`src/rtl/aes_seq_pkg.sv`:
```
// Shared types and constants for the iterative AES round sequencer.
//   seq_state_e : sequencer FSM states
//   AESxxx_NR   : round counts per key size
//   DEFAULT_KIW : default round-key index width
package aes_seq_pkg;

    localparam int unsigned AES128_NR   = 10;
    localparam int unsigned AES192_NR   = 12;
    localparam int unsigned AES256_NR   = 14;
    localparam int unsigned DEFAULT_KIW = 4;

    typedef enum logic [1:0] {
        ST_IDLE  = 2'd0,
        ST_INIT  = 2'd1,
        ST_ROUND = 2'd2,
        ST_DONE  = 2'd3
    } seq_state_e;

endpackage

```
`src/rtl/aes_seq_rcnt.sv`:
```
// Round counter and round-key index generator.
//   clock, reset : system clock, synchronous active-high reset
//   init_ph      : sequencer is in the initial AddRoundKey cycle (loads count 1)
//   round_ph     : sequencer is in a round cycle (count advances, saturating at NR)
//   en_de        : 1 = encrypt (index counts up), 0 = decrypt (index = NR - count)
//   rk_idx_c     : key index for this cycle, 0 outside init/round phases
//   last_c       : final round flag
module aes_seq_rcnt #(
    parameter int unsigned NR  = 10,
    parameter int unsigned KIW = 4
) (
    input  logic           clock,
    input  logic           reset,
    input  logic           init_ph,
    input  logic           round_ph,
    input  logic           en_de,
    output logic [KIW-1:0] rk_idx_c,
    output logic           last_c
);

    localparam logic [KIW-1:0] NR_K = KIW'(NR);

    logic [KIW-1:0] rcnt_q;

    // Count register; saturates at NR so it can never wrap.
    always_ff @(posedge clock) begin
        if (reset) begin
            rcnt_q <= '0;
        end else if (init_ph) begin
            rcnt_q <= KIW'(1);
        end else if (round_ph && (rcnt_q != NR_K)) begin
            rcnt_q <= rcnt_q + KIW'(1);
        end
    end

    // Key index: ascending for encrypt, descending from NR for decrypt.
    always_comb begin
        rk_idx_c = '0;
        last_c   = 1'b0;
        if (init_ph) begin
            rk_idx_c = en_de ? '0 : NR_K;
        end else if (round_ph) begin
            rk_idx_c = en_de ? rcnt_q : (NR_K - rcnt_q);
            last_c   = (rcnt_q == NR_K);
        end
    end

endmodule

```
`src/rtl/aes_round_seq.sv`:
```
// Iterative AES round sequencer: initial AddRoundKey, then NR passes through an
// external single-round datapath, fetching round keys by index.
//   clock, reset          : system clock, synchronous active-high reset
//   in_valid/in_ready     : request handshake; in_en_de 1 = encrypt; in_block payload
//   flush                 : abort the current transaction (ignored in IDLE)
//   rk_idx / rk_data      : round-key fetch, key returned in the same cycle
//   rnd_en_de, rnd_last,
//   rnd_block, rnd_key    : drive the round datapath
//   rnd_result            : datapath new block
//   out_valid/out_ready   : result handshake; out_block payload
// Optional macro AES_ROUND_SEQ_SINGLE_EN adds in_single/in_last for one-round
// requests (skip INIT, one ROUND with key 0 and last = in_last).
module aes_round_seq
    import aes_seq_pkg::*;
#(
    parameter int unsigned NR  = AES128_NR,
    parameter int unsigned KIW = DEFAULT_KIW
) (
    input  logic           clock,
    input  logic           reset,
    input  logic           in_valid,
    output logic           in_ready,
    input  logic           in_en_de,
`ifdef AES_ROUND_SEQ_SINGLE_EN
    input  logic           in_single,
    input  logic           in_last,
`endif
    input  logic [127:0]   in_block,
    input  logic           flush,
    output logic [KIW-1:0] rk_idx,
    input  logic [127:0]   rk_data,
    output logic           rnd_en_de,
    output logic           rnd_last,
    output logic [127:0]   rnd_block,
    output logic [127:0]   rnd_key,
    input  logic [127:0]   rnd_result,
    output logic           out_valid,
    input  logic           out_ready,
    output logic [127:0]   out_block
);

    seq_state_e     st_q, st_d;
    logic [127:0]   blk_q, blk_d;
    logic           dir_q, dir_d;
    logic           accept;
    logic           round_done;
    logic [KIW-1:0] cnt_idx;
    logic           cnt_last;
    logic           single_rnd;

`ifdef AES_ROUND_SEQ_SINGLE_EN
    logic single_q, single_d;
    logic last_q, last_d;
`endif

    aes_seq_rcnt #(
        .NR  (NR),
        .KIW (KIW)
    ) u_rcnt (
        .clock    (clock),
        .reset    (reset),
        .init_ph  (st_q == ST_INIT),
        .round_ph (st_q == ST_ROUND),
        .en_de    (dir_q),
        .rk_idx_c (cnt_idx),
        .last_c   (cnt_last)
    );

`ifdef AES_ROUND_SEQ_SINGLE_EN
    assign single_rnd = single_q && (st_q == ST_ROUND);
`else
    assign single_rnd = 1'b0;
`endif

    assign round_done = single_rnd || cnt_last;

    // State, data and direction registers.
    always_ff @(posedge clock) begin
        if (reset) begin
            st_q  <= ST_IDLE;
            blk_q <= '0;
            dir_q <= 1'b0;
`ifdef AES_ROUND_SEQ_SINGLE_EN
            single_q <= 1'b0;
            last_q   <= 1'b0;
`endif
        end else begin
            st_q  <= st_d;
            blk_q <= blk_d;
            dir_q <= dir_d;
`ifdef AES_ROUND_SEQ_SINGLE_EN
            single_q <= single_d;
            last_q   <= last_d;
`endif
        end
    end

    // Next-state and handshake logic; flush wins over everything outside IDLE.
    always_comb begin
        st_d     = st_q;
        blk_d    = blk_q;
        dir_d    = dir_q;
        in_ready = 1'b0;
        accept   = 1'b0;
`ifdef AES_ROUND_SEQ_SINGLE_EN
        single_d = single_q;
        last_d   = last_q;
`endif
        case (st_q)
            ST_IDLE: begin
                in_ready = 1'b1;
                accept   = in_valid;
            end
            ST_INIT: begin
                if (flush) begin
                    st_d = ST_IDLE;
                end else begin
                    blk_d = blk_q ^ rk_data;
                    st_d  = ST_ROUND;
                end
            end
            ST_ROUND: begin
                if (flush) begin
                    st_d = ST_IDLE;
                end else begin
                    blk_d = rnd_result;
                    if (round_done) st_d = ST_DONE;
                end
            end
            ST_DONE: begin
                // Accept overlaps result delivery; a flush blocks both.
                in_ready = out_ready && !flush;
                if (flush) begin
                    st_d = ST_IDLE;
                end else if (out_ready) begin
                    if (in_valid) accept = 1'b1;
                    else          st_d   = ST_IDLE;
                end
            end
            default: st_d = ST_IDLE;
        endcase

        if (accept) begin
            blk_d = in_block;
            dir_d = in_en_de;
            st_d  = ST_INIT;
`ifdef AES_ROUND_SEQ_SINGLE_EN
            single_d = in_single;
            last_d   = in_last;
            if (in_single) st_d = ST_ROUND;
`endif
        end
    end

`ifdef AES_ROUND_SEQ_SINGLE_EN
    assign rk_idx   = single_rnd ? '0 : cnt_idx;
    assign rnd_last = single_rnd ? last_q : cnt_last;
`else
    assign rk_idx   = cnt_idx;
    assign rnd_last = cnt_last;
`endif

    assign rnd_en_de = dir_q;
    assign rnd_block = blk_q;
    assign rnd_key   = rk_data;
    assign out_valid = (st_q == ST_DONE);
    assign out_block = blk_q;

endmodule

```
`config.mk`:
```
export PLATFORM = sky130hd
export DESIGN_NAME = aes_round_seq
export DESIGN_NICKNAME = d
export VERILOG_FILES = /design/src/rtl/aes_seq_pkg.sv /design/src/rtl/aes_seq_rcnt.sv /design/src/rtl/aes_round_seq.sv
export SDC_FILE = /design/constraint.sdc
export NUM_CORES = 1
export LEC_CHECK = 0
export BUFFER_PORTS_ARGS = -buffer_cell sky130_fd_sc_hd__clkbuf_2
export CORE_AREA = 4 4 302 304
export DETAILED_ROUTE_END_ITERATION = 10
export DIE_AREA = 0 0 306 308
export PLACE_DENSITY_LB_ADDON = 0.2
export RECOVER_POWER = 25
export SYNTH_ARGS = -nofsm -noshare
export SYNTH_HDL_FRONTEND = slang
export SYNTH_SLANG_ARGS = --single-unit
```
`constraint.sdc`:
```
create_clock -name clock -period 2.1 [get_ports clock]
set_clock_uncertainty 0.2 [all_clocks]
set_input_delay 0.63 -clock clock [delete_from_list [all_inputs] [get_ports clock]]
set_output_delay 0.63 -clock clock [all_outputs]
set_load 0.03 [all_outputs]
```
## After elaboration in Yosys (flattened, before gate mapping)

Index checks and enable logic that the tools add are counted.
Widths: inputs -> output; s select.

| cells by class | value |
|---|---|
| add/subtract/negate cells | 2 |
| equal/unequal tests | 13 |
| multiplexer cells | 25 |
| bitwise gates (word level) | 1 |
| reductions and logical operators | 13 |

Operators with widths:

| cell | number |
|---|---|
| $mux 128 | 3 |
| $pmux 128 s2 | 1 |
| $xor 128x128->128 | 1 |
| $mux 4 | 4 |
| $mux 2 | 6 |
| $ne 3x3->1 const B | 4 |
| $mux 1 | 8 |
| $ne 4x4->1 const B | 2 |
| $reduce_and 4->1 | 2 |
| $pmux 2 s3 | 1 |
| $reduce_bool 3->1 | 2 |
| $add 4x1->4 const B | 1 |
| $eq 2x2->1 const B | 2 |
| $eq 4x4->1 const B | 1 |
| $ne 4x2->1 const B | 1 |
| $ne 4x3->1 const B | 1 |
| $pmux 1 s2 | 2 |
| $reduce_bool 4->1 | 1 |
| $reduce_or 2->1 | 2 |
| $sub 4x4->4 const A | 1 |
| $ne 3x2->1 const B | 1 |
| $reduce_and 3->1 | 1 |
| $eq 2x1->1 const B | 1 |
| $logic_and 1x1->1 | 2 |
| other kinds (3) | 3 |

| storage, ports and cells | value |
|---|---|
| flip-flop bits (word level) | 135 |
| input bits | 390 |
| output and inout bits | 392 |
| word-level logic and storage cells | 60 |

## Depth between registers and ports, before layout

| logic depth | value |
|---|---|
| word-level depth | 7 |
| mapped depth | 10 |
| depth with buffers taken out | 6 |

## By module

A second synthesis with hierarchy kept.

| unflattened totals | value |
|---|---|
| cell total of the unflattened synthesis | 1492 |
| area, all modules | 10936.7 µm² |

Modules (own cells, without submodules):

| module | instances | cells an instance | area each (µm²) | seq. area each (µm²) |
|---|---|---|---|---|
| aes_round_seq | 1 | 1455 | 10627.7 | 2622.5 |
| aes_seq_rcnt | 1 | 37 | 309.0 | 80.1 |

## Worst setup path after synthesis

No wires, ideal clock.

| timing path | value |
|---|---|
| path type | flip-flop to output port |
| from | reg st_q[0] |
| to | out rk_idx[3] |
| arrival | 2.325 ns |
| required time | 1.270 ns |
| slack | -1.055 ns |
| stages on the path, launching flop included | 9 |
| buffers on the path | 4 |
| cell sequence | dfxtp_1 > inv_1 > ha_1 > buf_6 > buf_6 > buf_4 > buf_2 > nand2_1 > o311ai_0 |

| on the way | value |
|---|---|
| word-level cells in the longest chain between the ends | 3 |

RTL lines:

| what | line | RTL |
|---|---|---|
| start, declared | aes_round_seq.sv:42 | `seq_state_e st_q, st_d;` |
| start signal, assigned | aes_round_seq.sv:88 | `st_q <= st_d;` |
| $eq 2x2->1 | aes_round_seq.sv:63 | `.round_ph (st_q == ST_ROUND),` |
| $mux 4 | aes_seq_rcnt.sv:42 | `end else if (round_ph) begin` |
| $mux 4 * | aes_seq_rcnt.sv:40 | `if (init_ph) begin` |
| end, declared | aes_round_seq.sv:30 | `output logic [KIW-1:0] rk_idx,` |

Mark *: on every way between the ends. The rest lies on a longest branch, timed or not.

## Final worst setup path

Same ends and word-level chain as after synthesis.

==> impl_metrics.json <==
{
  "syn_nets": 1741,
  "wirelength_um": 59700,
  "synth_compound_area_frac": 0.331,
  "synthSimpleGateAreaFrac": 0.171,
  "synth.top_cell.area_share": 0.248,
  "syn-cell-area_um2": 10900,
  "violations": "negative setup slack",
  "finalHoldViolations": 0,
  "routed_via_density": 4.00,
  "synth.largest_area_cell": "dfxtp_1",
  "synth_cell_types": 39,
  "synthMuxAreaShare": 0,
  "crit_path_start_kind": "flop",
  "core-area_um2": 88200,
  "grt_antenna_before_repair": 1,
  "cts_max_path_buffers": 2,
  "vias": 12700,
  "diodes": 0,
  "grt-ovfl-total": 0,
  "arrival_ns": 1.74,
  "ys_ff_latch": 135,
  "grt_max_degree": 35,
  "grt_util_met1": 0.144,
  "tightest_slew_ns": 0.400,
  "grt_pass1_wl_um": 84500,
  "drt_iter0_markers": 728,
  "min_period_ns": 2.57,
  "drc": 0,
  "die_w_um": 306,
  "cts.reportedPaths.clkPinSlew_ns": 0.06,
  "tns_ns": -34.46,
  "worst_slack_ns": -0.466,
  "io_pins": 782,
  "finalCritPeriodShare": 1.22,
  "syn_to_final_growth_pct": 72.8,
  "crit_fanout": 5,
  "syn_area_per_cell_um2": 8.09,
  "p_leak_nw": 8.46,
  "hp-class": "in -> reg",
  "ant_nets": 0,
  "p_per_area_nw_per_um2": 1850,
  "cp.required_ns": 1.27,
  "firstDrtPassIters": 5,
  "outcome": "finished with violations",
  "maxCapViolCount": 0,
  "finalMaxSlewViolations": 0,
  "ys_warn_count": 0,
  "synthAdderAreaFrac": 0.00805,
  "placementRows": 109,
  "grtUsageMet2": 0.210,
  "layout-drive-gt1-share": 0.665,
  "layout_common_cells": "clkbuf_2, nor2_1, a22o_1",
  "hpwlAfterDp_um": 44000,
  "h-tree-depth": 4,
  "layout_commonest_cell": "clkbuf_2",
  "top_usage_layer": "met2",
  "grtUsageMet3": 0.0232,
  "cts_tree": "built",
  "design_power_total_w": 0.0348,
  "cts-root-buf": "clkbuf_16",
  "gp_congestion": 0.821,
  "synth_top_family_by_area": "compound AO/OA/AOI/OAI gates",
  "cp-end-kind": "primary output",
  "ys_seq_area_frac": 0.248,
  "synthArstFlopShare": 0,
  "cts_buffers": 17,
  "synth_edf_count": 0,
  "pre_cts_slack_ns": -0.388,
  "grt_setup_unrepaired": "yes",
  "wl_per_cell_um": 18.8,
  "synthXorXnorAreaFrac": 0.00242,
  "grt_usage": 0.118,
  "die_h_um": 308,
  "cts_sinks": 135,
  "path_class": "reg -> out",
  "finalSetupViolCount": 135,
  "die-area_um2": 94200,
  "ys_top_cells_by_area": "dfxtp_1, buf_4, a221oi_2",
  "insertion_delay_ns": 0.47,
  "grt_pass1_vias": 12900,
  "final_net_count": 2395,
  "synthCells": 1344,
  "synth_ff_type": "dfxtp_1",
  "relSlewSlack": 0.733,
  "start_util": 0.123,
  "io_buffers": 781,
  "max_freq_ghz": 0.390,
  "max-vdd-ir-drop_mv": 0.763,
  "utilization": 0.213
}
-- worst max-delay path, cell delays in order, from the launching register on --
cell	delay, ns
dfxtp_4	0.39
inv_6	0.08
ha_4	0.20
nand2_4	0.07
o311ai_4	0.32
buf_12	0.18
-- worst paths after layout --
path	from	end	slack, ns	cells past startpoint
worst min-delay path	in_en_de	rnd_en_de$_SDFFE_PP0P_	0.20	3
worst max-delay path	st_q[0]$_SDFFE_PP0P_	rk_idx[3]	-0.47	5
worst min register to register	out_block[48]$_SDFFE_PP0P_	out_block[48]$_SDFFE_PP0P_	0.40	2
worst max register to register	st_q[1]$_SDFFE_PP0P_	out_block[49]$_SDFFE_PP0P_	-0.37	12
-- state kept, by name, summed over array words and instances (netlist names) --
| name | count |
|---|---|
| out_block | 128 |
| u_rcnt.rcnt_q | 4 |
| st_q | 2 |
| rnd_en_de | 1 |
-- cells by family after synthesis --
kind of cell	Yosys count
simple gates	416
xor+xnor	3
fa+ha+maj	7
buf+inv	378
compound gates	405
flops	135
-- metrics by stage --
| stage | hold slack [ns] | instances | area (um2) |
|---|---|---|---|
| 4_1_cts | 0.126 | 3167 | 18300 |
| 6_report | 0.201 | 3176 | 18800 |
| 2_1_floorplan | 0.347 | 1344 | 11000 |
| 5_1_grt | 0.164 | 3176 | 18800 |
| 3_3_place_gp | 0.429 | 3057 | 15100 |
| 3_5_place_dp | 0.422 | 3057 | 15100 |
-- power breakdown --
part	switching, W	total [W]	internal (W)	leakage, nW
clock	0.00137	0.00339	0.00202	0.299
combinational	0.0144	0.0257	0.0113	7.04
sequential	0.00188	0.00573	0.00384	1.13
total	0.0177	0.0348	0.0171	8.46
-- synthesized netlist by cell type (3+ instances only) --
| cell | n |
|---|---|
| inv_1 | 5 |
| ha_1 | 7 |
| a221oi_1 | 38 |
| nand2b_1 | 4 |
| clkbuf_1 | 41 |
| a221oi_2 | 90 |
| o21ai_0 | 93 |
| buf_4 | 271 |
| o21ai_1 | 39 |
| nor3_2 | 19 |
| nor3_1 | 111 |
| a22o_1 | 127 |
| nor2_1 | 263 |
| buf_6 | 14 |
| dfxtp_1 | 135 |
| a21oi_1 | 6 |
| nand2_1 | 7 |
| buf_2 | 47 |
| nor2b_1 | 3 |
-- final cells by class --
cell class	count	area, um2
fill	9810	69400
timing repair buffer	1008	7320
multi-input combinational	831	6630
sequential	135	2740
tap	1165	1460
clock buffer	25	505
clock inverter	7	115
inverter	5	23.8
-- what timing repair did --
item | CTS | global route
pin swaps | 248 | 84
gates cloned | 31 | 3
buffers inserted | 48 | 10
resized for setup | 419 | 77
setup endpoints to repair | 155 | 140
hold buffers | 0 | 0
-- layer usage --
layer | wire length [um] | vias to the layer above
met4 | 830 | 0
met5 | 0 | -
met1 | 24900 | 6193
met2 | 31300 | 439
met3 | 2670 | 43
li1 | - | 6023
No activity file was read; power rests on OpenSTA's default activity.
